## config.mk

```make
export PLATFORM = sky130hd
export DESIGN_NAME = tlb_v2
export DESIGN_NICKNAME = d
export VERILOG_FILES = /design/src/rtl/tlb_v2.sv
export SDC_FILE = /design/constraint.sdc
export NUM_CORES = 2
export LEC_CHECK = 0
export ABC_CLOCK_PERIOD_IN_PS = 9500
export BUFFER_PORTS_ARGS = -buffer_cell sky130_fd_sc_hd__buf_2
export CAP_MARGIN = 25
export CORE_UTILIZATION = 50
export CTS_BUF_LIST = sky130_fd_sc_hd__clkbuf_8 sky130_fd_sc_hd__clkbuf_16
export DETAILED_ROUTE_END_ITERATION = 10
export PLACE_DENSITY = 0.71
export SYNTH_ARGS = -nofsm -noshare
export SYNTH_HDL_FRONTEND = slang
export SYNTH_SLANG_ARGS = --single-unit
```

## constraint.sdc

```tcl
create_clock -name clk -period 9.5 [get_ports clk]
set_input_delay 2.85 -clock clk [delete_from_list [all_inputs] [get_ports clk]]
set_output_delay 2.85 -clock clk [all_outputs]
set_load 0.05 [all_outputs]
```

## src/rtl/tlb_v2.sv

```systemverilog
// tlb_v2: fully associative joint TLB of even/odd page pairs.
// Two independent search ports with one-cycle registered results and
// multiple-match detection, a combinational read port, a hardware Random
// index counter that honours CP0 Wired, and a multi-cycle invalidate sweep
// (all / non-global / by-ASID) with a busy/done handshake.
module tlb_v2 #(
   parameter int  TLBNUM = 16,
   parameter int  ASID_W = 8,
   parameter int  PFN_W  = 20,
   localparam int IW     = $clog2(TLBNUM)
) (
   input  logic              clk,
   input  logic              resetn,
   // search port 0 (fetch)
   input  logic              s0_req,
   input  logic [18:0]       s0_vpn2,
   input  logic              s0_odd_page,
   input  logic [ASID_W-1:0] s0_asid,
   output logic              s0_rvalid,
   output logic              s0_found,
   output logic              s0_multi,
   output logic [IW-1:0]     s0_index,
   output logic [PFN_W-1:0]  s0_pfn,
   output logic [2:0]        s0_c,
   output logic              s0_d,
   output logic              s0_v,
   // search port 1 (data)
   input  logic              s1_req,
   input  logic [18:0]       s1_vpn2,
   input  logic              s1_odd_page,
   input  logic [ASID_W-1:0] s1_asid,
   output logic              s1_rvalid,
   output logic              s1_found,
   output logic              s1_multi,
   output logic [IW-1:0]     s1_index,
   output logic [PFN_W-1:0]  s1_pfn,
   output logic [2:0]        s1_c,
   output logic              s1_d,
   output logic              s1_v,
   // write port
   input  logic              we,
   input  logic              wr_random,
   input  logic [IW-1:0]     w_index,
   input  logic [18:0]       w_vpn2,
   input  logic [ASID_W-1:0] w_asid,
   input  logic              w_g,
   input  logic [PFN_W-1:0]  w_pfn0,
   input  logic [2:0]        w_c0,
   input  logic              w_d0,
   input  logic              w_v0,
   input  logic [PFN_W-1:0]  w_pfn1,
   input  logic [2:0]        w_c1,
   input  logic              w_d1,
   input  logic              w_v1,
   // read port
   input  logic [IW-1:0]     r_index,
   output logic              r_e,
   output logic [18:0]       r_vpn2,
   output logic [ASID_W-1:0] r_asid,
   output logic              r_g,
   output logic [PFN_W-1:0]  r_pfn0,
   output logic [2:0]        r_c0,
   output logic              r_d0,
   output logic              r_v0,
   output logic [PFN_W-1:0]  r_pfn1,
   output logic [2:0]        r_c1,
   output logic              r_d1,
   output logic              r_v1,
   // Random / Wired
   input  logic [IW-1:0]     cp0_wired,
   output logic [IW-1:0]     random,
   // invalidate sweep
   input  logic              inv_req,
   input  logic [1:0]        inv_op,
   input  logic [ASID_W-1:0] inv_asid,
   output logic              inv_busy,
   output logic              inv_done
);

   typedef enum logic [1:0] {INV_IDLE, INV_SWEEP, INV_DONE} inv_state_e;

   localparam logic [IW-1:0] LAST = IW'(TLBNUM - 1);

   // entry storage; only the exist bits are reset
   logic [18:0]       tlb_vpn2_q [TLBNUM];
   logic [ASID_W-1:0] tlb_asid_q [TLBNUM];
   logic              tlb_g_q    [TLBNUM];
   logic [PFN_W-1:0]  tlb_pfn0_q [TLBNUM];
   logic [2:0]        tlb_c0_q   [TLBNUM];
   logic              tlb_d0_q   [TLBNUM];
   logic              tlb_v0_q   [TLBNUM];
   logic [PFN_W-1:0]  tlb_pfn1_q [TLBNUM];
   logic [2:0]        tlb_c1_q   [TLBNUM];
   logic              tlb_d1_q   [TLBNUM];
   logic              tlb_v1_q   [TLBNUM];
   logic [TLBNUM-1:0] e_q, e_d;

   logic [IW-1:0]     random_q, random_d;
   logic [IW-1:0]     w_tgt;

   // both search ports share one lookup body, indexed by port
   logic [1:0]              k_req, k_odd;
   logic [1:0][18:0]        k_vpn2;
   logic [1:0][ASID_W-1:0]  k_asid;

   logic [1:0]              hit_found, hit_multi, hit_d, hit_v;
   logic [1:0][IW-1:0]      hit_index;
   logic [1:0][PFN_W-1:0]   hit_pfn;
   logic [1:0][2:0]         hit_c;

   logic [1:0]              rvalid_q, rvalid_d, found_q, found_d, multi_q, multi_d;
   logic [1:0]              dbit_q, dbit_d, vbit_q, vbit_d;
   logic [1:0][IW-1:0]      index_q, index_d;
   logic [1:0][PFN_W-1:0]   pfn_q, pfn_d;
   logic [1:0][2:0]         c_q, c_d;

   // invalidate FSM state
   inv_state_e        state_q, state_d;
   logic [IW-1:0]     ptr_q, ptr_d;
   logic [1:0]        op_q, op_d;
   logic [ASID_W-1:0] iasid_q, iasid_d;
   logic              busy_q, busy_d, done_q, done_d;
   logic              sweep_hit;

   assign k_req  = {s1_req, s0_req};
   assign k_odd  = {s1_odd_page, s0_odd_page};
   assign k_vpn2 = {s1_vpn2, s0_vpn2};
   assign k_asid = {s1_asid, s0_asid};

   assign w_tgt  = wr_random ? random_q : w_index;

   // Lookup: lowest matching index wins, any further match flags multi
   always_comb begin
      hit_found = '0;
      hit_multi = '0;
      hit_index = '0;
      hit_pfn   = '0;
      hit_c     = '0;
      hit_d     = '0;
      hit_v     = '0;
      for (int p = 0; p < 2; p++) begin
         for (int i = 0; i < TLBNUM; i++) begin
            if (e_q[i] && tlb_vpn2_q[i] == k_vpn2[p] &&
                (tlb_g_q[i] || tlb_asid_q[i] == k_asid[p])) begin
               if (!hit_found[p]) begin
                  hit_found[p] = 1'b1;
                  hit_index[p] = IW'(i);
                  hit_pfn[p]   = k_odd[p] ? tlb_pfn1_q[i] : tlb_pfn0_q[i];
                  hit_c[p]     = k_odd[p] ? tlb_c1_q[i]   : tlb_c0_q[i];
                  hit_d[p]     = k_odd[p] ? tlb_d1_q[i]   : tlb_d0_q[i];
                  hit_v[p]     = k_odd[p] ? tlb_v1_q[i]   : tlb_v0_q[i];
               end else begin
                  hit_multi[p] = 1'b1;
               end
            end
         end
      end
   end

   // Result registers capture only on a request and hold otherwise
   always_comb begin
      rvalid_d = k_req;
      found_d  = found_q;
      multi_d  = multi_q;
      index_d  = index_q;
      pfn_d    = pfn_q;
      c_d      = c_q;
      dbit_d   = dbit_q;
      vbit_d   = vbit_q;
      for (int p = 0; p < 2; p++) begin
         if (k_req[p]) begin
            found_d[p] = hit_found[p];
            multi_d[p] = hit_multi[p];
            index_d[p] = hit_index[p];
            pfn_d[p]   = hit_pfn[p];
            c_d[p]     = hit_c[p];
            dbit_d[p]  = hit_d[p];
            vbit_d[p]  = hit_v[p];
         end
      end
   end

   // Search result flops
   always_ff @(posedge clk or negedge resetn) begin
      if (!resetn) begin
         rvalid_q <= '0;
         found_q  <= '0;
         multi_q  <= '0;
         index_q  <= '0;
         pfn_q    <= '0;
         c_q      <= '0;
         dbit_q   <= '0;
         vbit_q   <= '0;
      end else begin
         rvalid_q <= rvalid_d;
         found_q  <= found_d;
         multi_q  <= multi_d;
         index_q  <= index_d;
         pfn_q    <= pfn_d;
         c_q      <= c_d;
         dbit_q   <= dbit_d;
         vbit_q   <= vbit_d;
      end
   end

   // Random decrements toward Wired; at or below Wired it reloads the top
   // index (Wired = TLBNUM-1 therefore pins it at TLBNUM-1)
   always_comb begin
      if (cp0_wired >= random_q) random_d = LAST;
      else                       random_d = random_q - IW'(1);
   end

   // Random counter flop
   always_ff @(posedge clk or negedge resetn) begin
      if (!resetn) random_q <= LAST;
      else         random_q <= random_d;
   end

   // Does the entry under the sweep pointer satisfy the latched operation
   always_comb begin
      case (op_q)
         2'd0:    sweep_hit = 1'b1;
         2'd1:    sweep_hit = !tlb_g_q[ptr_q];
         2'd2:    sweep_hit = !tlb_g_q[ptr_q] && tlb_asid_q[ptr_q] == iasid_q;
         default: sweep_hit = tlb_g_q[ptr_q] || tlb_asid_q[ptr_q] == iasid_q;
      endcase
   end

   // Invalidate FSM next state; busy/done are registered from the next state
   always_comb begin
      state_d = state_q;
      ptr_d   = ptr_q;
      op_d    = op_q;
      iasid_d = iasid_q;
      case (state_q)
         INV_IDLE: begin
            if (inv_req) begin
               op_d    = inv_op;
               iasid_d = inv_asid;
               ptr_d   = '0;
               state_d = INV_SWEEP;
            end
         end
         INV_SWEEP: begin
            ptr_d = ptr_q + IW'(1);
            if (ptr_q == LAST) state_d = INV_DONE;
         end
         INV_DONE: state_d = INV_IDLE;
         default:  state_d = INV_IDLE;
      endcase
      busy_d = (state_d != INV_IDLE);
      done_d = (state_d == INV_DONE);
   end

   // Invalidate FSM flops
   always_ff @(posedge clk or negedge resetn) begin
      if (!resetn) begin
         state_q <= INV_IDLE;
         ptr_q   <= '0;
         op_q    <= '0;
         iasid_q <= '0;
         busy_q  <= 1'b0;
         done_q  <= 1'b0;
      end else begin
         state_q <= state_d;
         ptr_q   <= ptr_d;
         op_q    <= op_d;
         iasid_q <= iasid_d;
         busy_q  <= busy_d;
         done_q  <= done_d;
      end
   end

   // Exist bits: sweep clears first so a same-cycle write to ptr wins
   always_comb begin
      e_d = e_q;
      if (state_q == INV_SWEEP && sweep_hit) e_d[ptr_q] = 1'b0;
      if (we) e_d[w_tgt] = 1'b1;
   end

   // Exist bit flops
   always_ff @(posedge clk or negedge resetn) begin
      if (!resetn) e_q <= '0;
      else         e_q <= e_d;
   end

   // Entry field storage, written straight from the write port
   always_ff @(posedge clk) begin
      if (we) begin
         tlb_vpn2_q[w_tgt] <= w_vpn2;
         tlb_asid_q[w_tgt] <= w_asid;
         tlb_g_q[w_tgt]    <= w_g;
         tlb_pfn0_q[w_tgt] <= w_pfn0;
         tlb_c0_q[w_tgt]   <= w_c0;
         tlb_d0_q[w_tgt]   <= w_d0;
         tlb_v0_q[w_tgt]   <= w_v0;
         tlb_pfn1_q[w_tgt] <= w_pfn1;
         tlb_c1_q[w_tgt]   <= w_c1;
         tlb_d1_q[w_tgt]   <= w_d1;
         tlb_v1_q[w_tgt]   <= w_v1;
      end
   end

   assign s0_rvalid = rvalid_q[0];
   assign s0_found  = found_q[0];
   assign s0_multi  = multi_q[0];
   assign s0_index  = index_q[0];
   assign s0_pfn    = pfn_q[0];
   assign s0_c      = c_q[0];
   assign s0_d      = dbit_q[0];
   assign s0_v      = vbit_q[0];
   assign s1_rvalid = rvalid_q[1];
   assign s1_found  = found_q[1];
   assign s1_multi  = multi_q[1];
   assign s1_index  = index_q[1];
   assign s1_pfn    = pfn_q[1];
   assign s1_c      = c_q[1];
   assign s1_d      = dbit_q[1];
   assign s1_v      = vbit_q[1];

   assign r_e    = e_q[r_index];
   assign r_vpn2 = tlb_vpn2_q[r_index];
   assign r_asid = tlb_asid_q[r_index];
   assign r_g    = tlb_g_q[r_index];
   assign r_pfn0 = tlb_pfn0_q[r_index];
   assign r_c0   = tlb_c0_q[r_index];
   assign r_d0   = tlb_d0_q[r_index];
   assign r_v0   = tlb_v0_q[r_index];
   assign r_pfn1 = tlb_pfn1_q[r_index];
   assign r_c1   = tlb_c1_q[r_index];
   assign r_d1   = tlb_d1_q[r_index];
   assign r_v1   = tlb_v1_q[r_index];

   assign random   = random_q;
   assign inv_busy = busy_q;
   assign inv_done = done_q;

endmodule
```

==> results.tsv <==
stage	metric	value	unit
logic_synthesis	ys_seq_elements	1350	
grt	grt.overflow.total	0	
final_layout	nets	6176	
grt	grt_max_degree	140	
final_layout	multi_input_area	0.03762	mm2
power	switching_share	29.54	%
hold_path	hold_path_class	reg2reg	
die	start_util	50.34	%
logic_synthesis	avgSynthCellArea	13.84	um2
clocking	cts_root_buf	clkbuf_16	
clocking	clock_latency	0.83	ns
sta	max_slew_margin	17.72	%
logic_synthesis	synthAdderAreaFrac	0.1789	%
placed_design	dp.cells	7912	
clocking	clk_pin_slew	0.05	ns
sta	slew_violations	0	
logic_synthesis	yosysMostFrequentCell	edfxtp_1	
power	switching_power	4.805	mW
logic_synthesis	synth.area.top_cells	edfxtp_1, mux4_2, xor2_1	
power	power.leakage	30.89	nW
critical_path	endpoint_kind	output port	
grt	antenna_found_initial	34	
clocking	cts_max_level	4	
sta	rsz0062_at_grt	false	
grt	grt_pass1_vias	58074	
logic_synthesis	synth_area	0.07972	mm2
power	p_total	16.27	mW
die	ios	312	
clocking	cts_tree	yes	
grt	track_usage	41.96	%
power	internal_power	11.46	mW
placed_design	place_hpwl	235700	um
critical_path	start_kind	input pin	
clocking	clockBufferDepth	3	
sta	clock_skew	0.04525	ns
logic_synthesis	synth-xor-area-share	9.641	%
die	die_w	401.3	um
route	ant_nets	0	
die	die_area	0.1611	mm2
logic_synthesis	synth_top_family_by_area	multiplexers	
critical_path	worstPathArrival	5.38	ns
clocking	post_cts_buffers	0	
logic_synthesis	ys_seq_area_share	50.22	%
logic_synthesis	synthSimpleGateAreaFrac	6.890	%
route	dr.pass1.iters	7	
final_layout	area_growth_syn_to_layout	11.97	%
power	peakVddDrop	0.0001976	V
logic_synthesis	async_flop_share	7.556	%
clocking	cts_hold_buf	0	
critical_path	critical_path_required	6.65	ns
critical_path	crit_fanout	60	
logic_synthesis	syn-num-nets	5931	
logic_synthesis	synth_cell_type_count	91	
sta	finalHoldViolCount	0	
flow_run	cap_violations	0	
die	core_area	0.1584	mm2
logic_synthesis	yosys-top-cells-count	edfxtp_1, xor2_1, mux2i_1, mux4_2, mux2_2	
clocking	cts_resized	0	
logic_synthesis	synth-compound-area-share	7.679	%
grt	grt_pass1_wl	470800	um
final_layout	utilization	56.36	%
sta	tightestPinTransition	1.225	ns
run_status	outcome	finished, final reports clean	
clocking	clock_sinks	1350	
logic_synthesis	synth_edf_count	1248	
critical_path	critPathKind	in2out	
power	p_per_area	182.2	mW/mm2
final_layout	regArea	0.04003	mm2
clocking	cts_buffers	153	
power	pwr-share-seq	44.4	%
sta	fin_crit_sh	86.68	%
placed_design	place_congestion	1.069	
logic_synthesis	synth_top_flop_cell	edfxtp_1	
sta	max_freq	121.4	MHz
final_layout	fillers	12585	
sta	timing.setup.tns	0	ns
die	die_h	401.3	um
route	wl_per_cell	41.89	um
sta	setup_viol	0	
logic_synthesis	yosysWarnings	0	
route	wirelength	344600	um
die	rows	146	
placed_design	numPortBuffers	311	
sta	fin_crit	8.235	ns
logic_synthesis	yosysTopAreaCell	edfxtp_1	
power	clockPowerShare	38.4	%
logic_synthesis	synth.top_cell.area_share	47.01	%
final_layout	finalNonFillerCells	8226	
route	routed_via_density	7.525	
power	p_comb_share	17.1	%
logic_synthesis	synth_cells	5759	
logic_synthesis	synth.area.mux_share	22.43	%
route	drtIter0Drc	11793	
route	vias	61903	
route	drc	0	
final_layout	drive_gt1_share	25.83	%
-- flip-flops by register name, indices dropped and copies added (netlist names), 3 cells and up --
name	count
tlb_asid_q	128
random	4
tlb_v0_q	16
tlb_pfn0_q	320
tlb_g_q	16
tlb_pfn1_q	320
e_q	16
s0_index	4
tlb_d1_q	16
s1_c	3
tlb_v1_q	16
s1_index	4
tlb_vpn2_q	304
tlb_d0_q	16
s0_c	3
tlb_c1_q	48
tlb_c0_q	48
iasid_q	8
s1_pfn	20
ptr_q	4
s0_pfn	20
-- critical path: stages --
cell	delay [ns]
buf_8	0.60
buf_4	0.44
mux4_2	0.57
mux4_2	0.57
buf_2	0.25
-- metal layers --
layer / wire length, um / GRT usage (%)
met4: 19430 / 20.04
met3: 57650 / 17.95
met5: 249 / 0.4758
met1: 126300 / 56.69
met2: 140900 / 57.79
-- per-stage QoR --
step / hold slack [ns] / instance area [um2] / worst slack [ns]
after global routing: 0.5185 / 89220 / 1.180
after detailed placement: 0.4787 / 83830 / 1.250
after global placement: 0.4642 / 83790 / 1.271
after CTS: 0.4922 / 89120 / 1.256
final: 0.4958 / 89260 / 1.265
after floorplan: 0.4806 / 79720 / 1.355
-- final timing paths --
check / from / to / slack [ns] / cells after the start
min: random[0]$_DFF_PN1_ / random[0]$_DFF_PN1_ / 0.50 / 1
max reg2reg: tlb_asid_q[0][1]$_DFFE_PP_ / s0_pfn[16]$_DFFE_PN0P_ / 3.91 / 13
max: r_index[0] / r_vpn2[1] / 1.27 / 5
max in group asynchronous: resetn / ptr_q[0]$_DFFE_PN0P_ / 5.83 / 2
min reg2reg: random[0]$_DFF_PN1_ / random[0]$_DFF_PN1_ / 0.50 / 1
min in group asynchronous: resetn / rvalid_q[1]$_DFF_PN0_ / 2.04 / 1
-- power groups by stage --
stage	registers (mW)	logic (mW)	clock network, mW
finish	7.23	2.79	6.25
global route	7.23	2.88	6.46
CTS	7.19	2.73	6.26
detailed placement	7.31	2.72	0
global placement	7.33	2.67	0
floorplan	7.25	1.75	0
-- final cells by class --
type | count | share of cell area, %
clock inverters | 117 | 1.421
diodes | 22 | 0.06167
well taps | 2072 | 2.904
clock buffers | 166 | 4.502
multi-input cells | 3935 | 42.15
inverters | 25 | 0.1051
flip-flops and latches | 1350 | 44.85
repair buffers | 539 | 4.009
-- placed cells by master, fill, tap and decap left out, types with 83 or more instances in the layout --
cell       Yosys  routed
nand4_1       83      83
buf_2         99     304
edfxtp_1    1248    1248
clkbuf_16      0     154
mux4_2       440     440
dfrtp_1       98      97
o221ai_1      89      89
a21oi_1      183     181
xor2_1       641     641
mux2i_1      515     515
o21ai_0      101     101
mux2_2       250     250
nor2_1       159     140
buf_4         55     207
nand3_1      108     106
nand2_1      170     169
a211oi_1      87      87
xnor2_1      231     231
nor4_1       195     186
-- cell families after synthesis --
| logic type | count (synthesis) |
|---|---|
| compound gates | 863 |
| xor+xnor | 875 |
| fa+ha+maj | 12 |
| buf+inv | 474 |
| flops | 1350 |
| mux | 1205 |
| simple gates | 980 |
Note: power is estimated with default switching activity, not from simulation.
